## config.mk

```make
export PLATFORM = sky130hd
export DESIGN_NAME = selector_arb
export DESIGN_NICKNAME = d
export VERILOG_FILES = /design/src/rtl/selector_pkg.sv /design/src/rtl/arbitro_sel.sv /design/src/rtl/selector_arb.sv
export SDC_FILE = /design/constraint.sdc
export NUM_CORES = 1
export LEC_CHECK = 0
export CORE_UTILIZATION = 26
export CTS_CLUSTER_SIZE = 24
export DETAILED_ROUTE_END_ITERATION = 12
export GPL_ROUTABILITY_DRIVEN = 0
export PLACE_DENSITY = 0.76
export SYNTH_ARGS = -nofsm -noshare
export SYNTH_HDL_FRONTEND = slang
export SYNTH_SLANG_ARGS = --single-unit
export TNS_END_PERCENT = 50
```

## constraint.sdc

```tcl
create_clock -name clk -period 1.27 [get_ports clk]
set_clock_uncertainty 0.15 [all_clocks]
set_input_delay 0.254 -clock clk [delete_from_list [all_inputs] [get_ports clk]]
set_output_delay 0.254 -clock clk [all_outputs]
set_load 0.01 [all_outputs]
```

## src/rtl/selector_pkg.sv

```systemverilog
// Shared types for the selector arbiter: FSM state encoding and the
// channel-index width helper.
package selector_pkg;

    typedef enum logic {
        VACIO = 1'b0,
        LLENO = 1'b1
    } estado_t;

    // Width of a channel index, never narrower than one bit.
    function automatic int cw_of(input int n);
        if (n <= 2) begin
            return 1;
        end
        return $clog2(n);
    endfunction

endpackage

```

## src/rtl/arbitro_sel.sv

```systemverilog
// Channel arbiter: picks one requesting channel, returning one-hot grant and index.
// Round-robin when SELECTOR_ARB_RR_EN is defined, fixed priority (lowest index) otherwise.
module arbitro_sel #(
    parameter int NUM_ENT = 5,
    parameter int CW      = 3
) (
    input  logic [NUM_ENT-1:0] sel,
    input  logic [CW-1:0]      ult,
    input  logic               enable,
    output logic [NUM_ENT-1:0] gnt,
    output logic [CW-1:0]      idx
);

    logic found;

`ifdef SELECTOR_ARB_RR_EN
    int c;

    // Search starts one past the last granted channel and wraps.
    always_comb begin
        gnt   = '0;
        idx   = '0;
        found = 1'b0;
        c     = 0;
        for (int i = 1; i <= NUM_ENT; i++) begin
            c = (int'(ult) + i) % NUM_ENT;
            if (enable && !found && sel[CW'(c)]) begin
                found          = 1'b1;
                gnt[CW'(c)]    = 1'b1;
                idx            = CW'(c);
            end
        end
    end
`else
    logic unused_ult;
    assign unused_ult = ^ult;

    always_comb begin
        gnt   = '0;
        idx   = '0;
        found = 1'b0;
        for (int k = 0; k < NUM_ENT; k++) begin
            if (enable && !found && sel[CW'(k)]) begin
                found       = 1'b1;
                gnt[CW'(k)] = 1'b1;
                idx         = CW'(k);
            end
        end
    end
`endif

endmodule

```

## src/rtl/selector_arb.sv

```systemverilog
// N-to-1 selector with a single output register and ready/valid handshake.
// Define SELECTOR_ARB_RR_EN for round-robin arbitration (default: fixed priority).
//
// state | meaning
// VACIO | output register empty, sal_valida=0
// LLENO | output register holds an untransferred word, sal_valida=1
module selector_arb
    import selector_pkg::*;
#(
    parameter int tamData = 7,
    parameter int NUM_ENT = 5
) (
    input  logic                             clk,
    input  logic                             reset,
    input  logic [NUM_ENT*(tamData+1)-1:0]   ent,
    input  logic [NUM_ENT-1:0]               sel,
    input  logic                             listo_sal,
    output logic [tamData:0]                 sal,
    output logic                             sal_valida,
    output logic [cw_of(NUM_ENT)-1:0]        canal,
    output logic [NUM_ENT-1:0]               ack
);

    localparam int CW = cw_of(NUM_ENT);
    localparam int W  = tamData + 1;

    estado_t          estado;
    estado_t          estado_sig;
    logic             load;
    logic [NUM_ENT-1:0] gnt;
    logic [CW-1:0]    idx;
    logic [CW-1:0]    ult;
    logic [tamData:0] palabra;

    // A slot opens either when empty or when the held word leaves this cycle.
    assign load = !reset && (|sel) && ((estado == VACIO) || listo_sal);

    arbitro_sel #(
        .NUM_ENT (NUM_ENT),
        .CW      (CW)
    ) u_arbitro (
        .sel    (sel),
        .ult    (ult),
        .enable (load),
        .gnt    (gnt),
        .idx    (idx)
    );

    assign ack = gnt;

`ifdef SELECTOR_ARB_RR_EN
    always_ff @(posedge clk) begin
        if (reset) begin
            ult <= CW'(NUM_ENT - 1);
        end else if (load) begin
            ult <= idx;
        end
    end
`else
    assign ult = '0;
`endif

    always_ff @(posedge clk) begin
        if (reset) begin
            estado <= VACIO;
        end else begin
            estado <= estado_sig;
        end
    end

    always_comb begin
        estado_sig = estado;
        if (load) begin
            estado_sig = LLENO;
        end else if ((estado == LLENO) && listo_sal) begin
            estado_sig = VACIO;
        end
    end

    assign sal_valida = (estado == LLENO);

    // Grant is one-hot, so an OR of masked channels is the selected word.
    always_comb begin
        palabra = '0;
        for (int k = 0; k < NUM_ENT; k++) begin
            if (gnt[CW'(k)]) begin
                palabra = palabra | ent[k*W +: W];
            end
        end
    end

    always_ff @(posedge clk) begin
        if (reset) begin
            sal   <= '0;
            canal <= '0;
        end else if (load) begin
            sal   <= palabra;
            canal <= idx;
        end
    end

endmodule

```

======== Word-level counts from Yosys, hierarchy flattened ========
Cells that the tools add are included.
storage, ports and cells
  word-level logic and storage cells ...... 39
  register bits ........................... 12
operators by class
  multiplexer cells ....................... 15
  reduce and logical (&&, ||, !) cells .... 17
  bitwise gates (word level) .............. 4
operators with widths
  kind                 count
  $mux W8              4
  $or A8 B8 Y8         3
  $logic_and A1 B1 Y1  10
  $mux W1              9
  $reduce_or A5 Y1     1
  $logic_not A1 Y1     4
  $mux W2              2
  $reduce_bool A2 Y1   1
  $logic_or A1 B1 Y1   1
  $not A1 Y1           1

======== Depth between registers and ports, before layout ========
  word-level depth ........................ 18
  mapped depth ............................ 5
  gate-level depth less buffers ........... 4

======== Cells and area by module ========
From an unflattened synthesis, not the netlist that was laid out.
second synthesis, totals
  cell total of the unflattened synthesis .. 88
  area, all modules ....................... 775.7 µm²
modules (own cells, without submodules)
  module        instances  area each (µm²)  cells each  sequential area each (µm²)
  selector_arb  1          688.2            75          240.2
  arbitro_sel   1          87.6             13          0.0

======== Worst setup path before layout ========
Ideal clock, no wire load.
  path type ............................... register to output
  from .................................... register estado, in the netlist sal_valida
  to ...................................... output ack[2]
  arrival ................................. 1.032 ns
  data required time ...................... 0.866 ns
  slack ................................... -0.166 ns
  cell stages (with the launch flop) ...... 5
  path buffers ............................ 1
  cell sequence ........................... dfxtp_1 nand2b_1 and3_1 buf_2 and2_1
between the ends
  word-level cells in the longest chain between the ends .. 13
ends and longest elaborated chain
  what                                  RTL line            text
  start: declaration                    selector_arb.sv:27  estado_t estado;
  start signal: assignment              selector_arb.sv:67  estado <= estado_sig;
  $not A1 Y1 (*)                        selector_arb.sv:36  assign load = !reset && (|sel) && ((estado == VACIO) || listo_sal);
  $logic_or A1 B1 Y1 (*)                selector_arb.sv:36
  $logic_and A1 B1 Y1 (*)               selector_arb.sv:36
  $logic_and A1 B1 Y1                   arbitro_sel.sv:43   if (enable && !found && sel[CW'(k)]) begin
  $mux W1                               arbitro_sel.sv:43
  $logic_not A1 Y1                      arbitro_sel.sv:43
  $logic_and A1 B1 Y1 (2 in a row)      arbitro_sel.sv:43
  $mux W1                               arbitro_sel.sv:43
  $logic_not A1 Y1                      arbitro_sel.sv:43
  $logic_and A1 B1 Y1 (*) (2 in a row)  arbitro_sel.sv:43
  $mux W1 (*)                           arbitro_sel.sv:43
  end: declaration                      selector_arb.sv:21  output logic [NUM_ENT-1:0] ack
Mark *: on every way between the ends. The rest lies on a longest branch, timed or not.

======== Worst setup path in the final report ========
Ends and elaborated chain as after synthesis.

==> flow_metrics.tcl <==
set metrics [dict create \
    worst_slack_ns -0.2533 \
    fin_crit_ns 1.523 \
    hold_viol 0 \
    setup_tns_ns -2.667 \
    p_sw_uw 314.0 \
    ant_nets 0 \
    grt_pass1_wl_um 4077 \
    drt_iter0_drc 25 \
    internal-power_uw 786.4 \
    ios 65 \
    seqPwrFrac 0.372 \
    dp_slack_ns -0.8396 \
    crit_slowest_cell "dfxtp_4" \
    syn_to_final_growth_pct 129.7 \
    ys_types 21 \
    grt-ovfl-total 0 \
    path_max_fanout 3 \
    wl_per_cell_um 15.28 \
    firstDrtPassIters 4 \
    die_y_um 51.98 \
    dp_cells 163 \
    drv_cap 0 \
    hold_buffers 0 \
    cts.sink_count 11 \
    clock_latency_ns 0.26 \
    critPathBufInv 1 \
    die_area_um2 2701 \
    final_cells 173 \
    final_area_um2 1491 \
    fin_util 0.6553 \
    clk_root_buffer_cell "clkbuf_4" \
    fin_nets 194 \
    dp_hpwl_um 1916 \
    fp-row-count 17 \
    syn_area_um2 649.4 \
    pwr-share-comb 0.418 \
    clockPowerShare 0.210 \
    synth-seq-cells 11 \
    critPathTopFamily "simple AND/OR/NAND/NOR gates" \
    fin_crit_sh 1.199 \
    outcome "finished, violations left" \
    netlist_instances 74 \
    violations "setup timing" \
    setup.worst_path.start_class "flip-flop" \
    p_leak_nw 0.6334 \
    crit_chain "nand2b_4, and3_4, and2_4, buf_6" \
    required_ns 0.87 \
    powerDensity_nw_per_um2 737.8 \
    clkTransAtPathRegs_ns 0.07 \
    via_per_inst 5.179 \
    rr_worst_depth 6 \
    antenna_cells 0 \
    initial_utilization 0.2853 \
    die_w_um 51.98 \
    crit_path_end_kind "output pin" \
    hold_depth 3 \
    layout-drive-gt1-share 0.4414 \
    clockBufferDepth 2 \
    placed_cell_area_um2 1325 \
    total_power_mw 1.100 \
    setup_viol 15 \
    grt_pass1_vias 904 \
    fmax_ghz 0.6565 \
    drc 0 \
    rsz0062_at_grt "true" \
    port_buffers 54 \
    grt_max_degree 10 \
    core_area_um2 2276 \
    hold-worst-slack_ns 0.2753 \
    min_path_type "in2reg" \
    routed-via-count 896 \
    grt_usage 0.2096 \
    antenna_found_initial 0 \
    yosysSeqAreaShare 0.3391 \
    cts-htree-levels 1 \
    critPathMaxStageDelay_ns 0.36 \
    ys_warn_count 0 \
    cts_tree "done" \
    cp.depth 4 \
    finalMaxSlewViolations 0 \
    swShare 0.2854 \
    ir_worst_vdd_mv 0.5305 \
    path_class "reg2out" \
    cp.arrival_ns 1.12 \
    drt_wl_total_um 2644 \
    cts_buffers 3 \
    syn_avg_cell_area_um2 8.775 \
]
==> flip-flops by register name (all words and copies together), names as in the netlist <==
name	count
canal	2
sal	8
sal_valida	1
==> final timing paths <==
path,start,to,slack [ns]
min reg2reg,canal[1],canal[1],0.34
max reg2reg,sal_valida,sal[6],-0.18
min,reset,canal[1],0.28
max,sal_valida,ack[2],-0.25
==> Yosys cell counts <==
library cell  number  area (um2)
buf_6              1       11.26
o21ai_0            1       5.000
a222oi_1           8       80.08
nand2b_1           2       12.51
buf_4              2       15.01
dfxtp_1           11       220.2
a221oi_4           1       26.28
nor2_1             3       11.26
a22o_1             8       70.07
conb_1             1       3.750
a21oi_1           17       85.08
nor3_2             1       10.01
nor3b_1            1       7.510
clkbuf_1           3       11.26
buf_2              3       15.01
inv_1              2       7.510
a31oi_1            1       6.260
nor2b_1            2       12.51
and3_1             3       18.77
a21o_1             1       7.510
and2_1             2       12.51
==> worst reg2reg max path, delay by kind of cell, from the launching register on <==
family / cells / cell delay [ns]
flops: 1 / 0.36
compound gates: 3 / 0.47
buf+inv: 3 / 0.42
==> kinds of logic after synthesis <==
logic type | Yosys count | share of synthesized area
AOI/OAI and AO/OA | 37 | 0.4316
and+or+nand+nor | 14 | 0.1310
DFF | 11 | 0.3391
buffers and inverters | 11 | 0.09247
other | 1 | 0.005775
==> power by group through the flow <==
stage	logic, mW	clock network (mW)	registers, mW
final	0.460	0.231	0.409
after CTS	0.444	0.237	0.401
after detailed placement	0.413	0	0.409
after global routing	0.489	0.259	0.415
after global placement	0.406	0	0.408
after floorplan	0.138	0	0.425
==> routing by layer <==
layer,up-vias,track usage,wire length [um]
met2,39,0.3782,1450
met5,-,0,0
met4,0,0.08108,27
met3,2,0.04386,136
li1,430,-,-
met1,425,0.2363,1029
==> cells in the final DEF (no fill, tap or decap), drive strengths merged <==
cell type / instances
clkdlybuf4s50: 32
buf: 26
a21oi: 17
clkbuf: 14
dfxtp: 11
a22o: 8
a222oi: 8
dlygate4sd2: 6
and3: 3
nor2: 3
inv: 2
nor2b: 2
and2: 2
conb: 2
nand2b: 2
nor3: 1
a221oi: 1
nor3b: 1
a21o: 1
a31oi: 1
o21ai: 1
clkdlybuf4s15: 1
==> cell type report <==
class                           count  area [um2]
Multi-Input combinational cell     53       476.7
Clock buffer                        4       26.28
Timing Repair Buffer               75       719.4
Sequential cell                    11       226.5
Fill cell                         185       784.5
Tap cell                           28       35.03
Inverter                            2       7.507
==> repair_timing <==
item	in CTS	in global routing
gates cloned	1	0
setup buffers	5	0
hold endpoints to repair	0	0
pin swaps	10	4
gates resized for setup	63	30
endpoints found under the setup margin	26	25
Power figures use the tool's default switching activity.
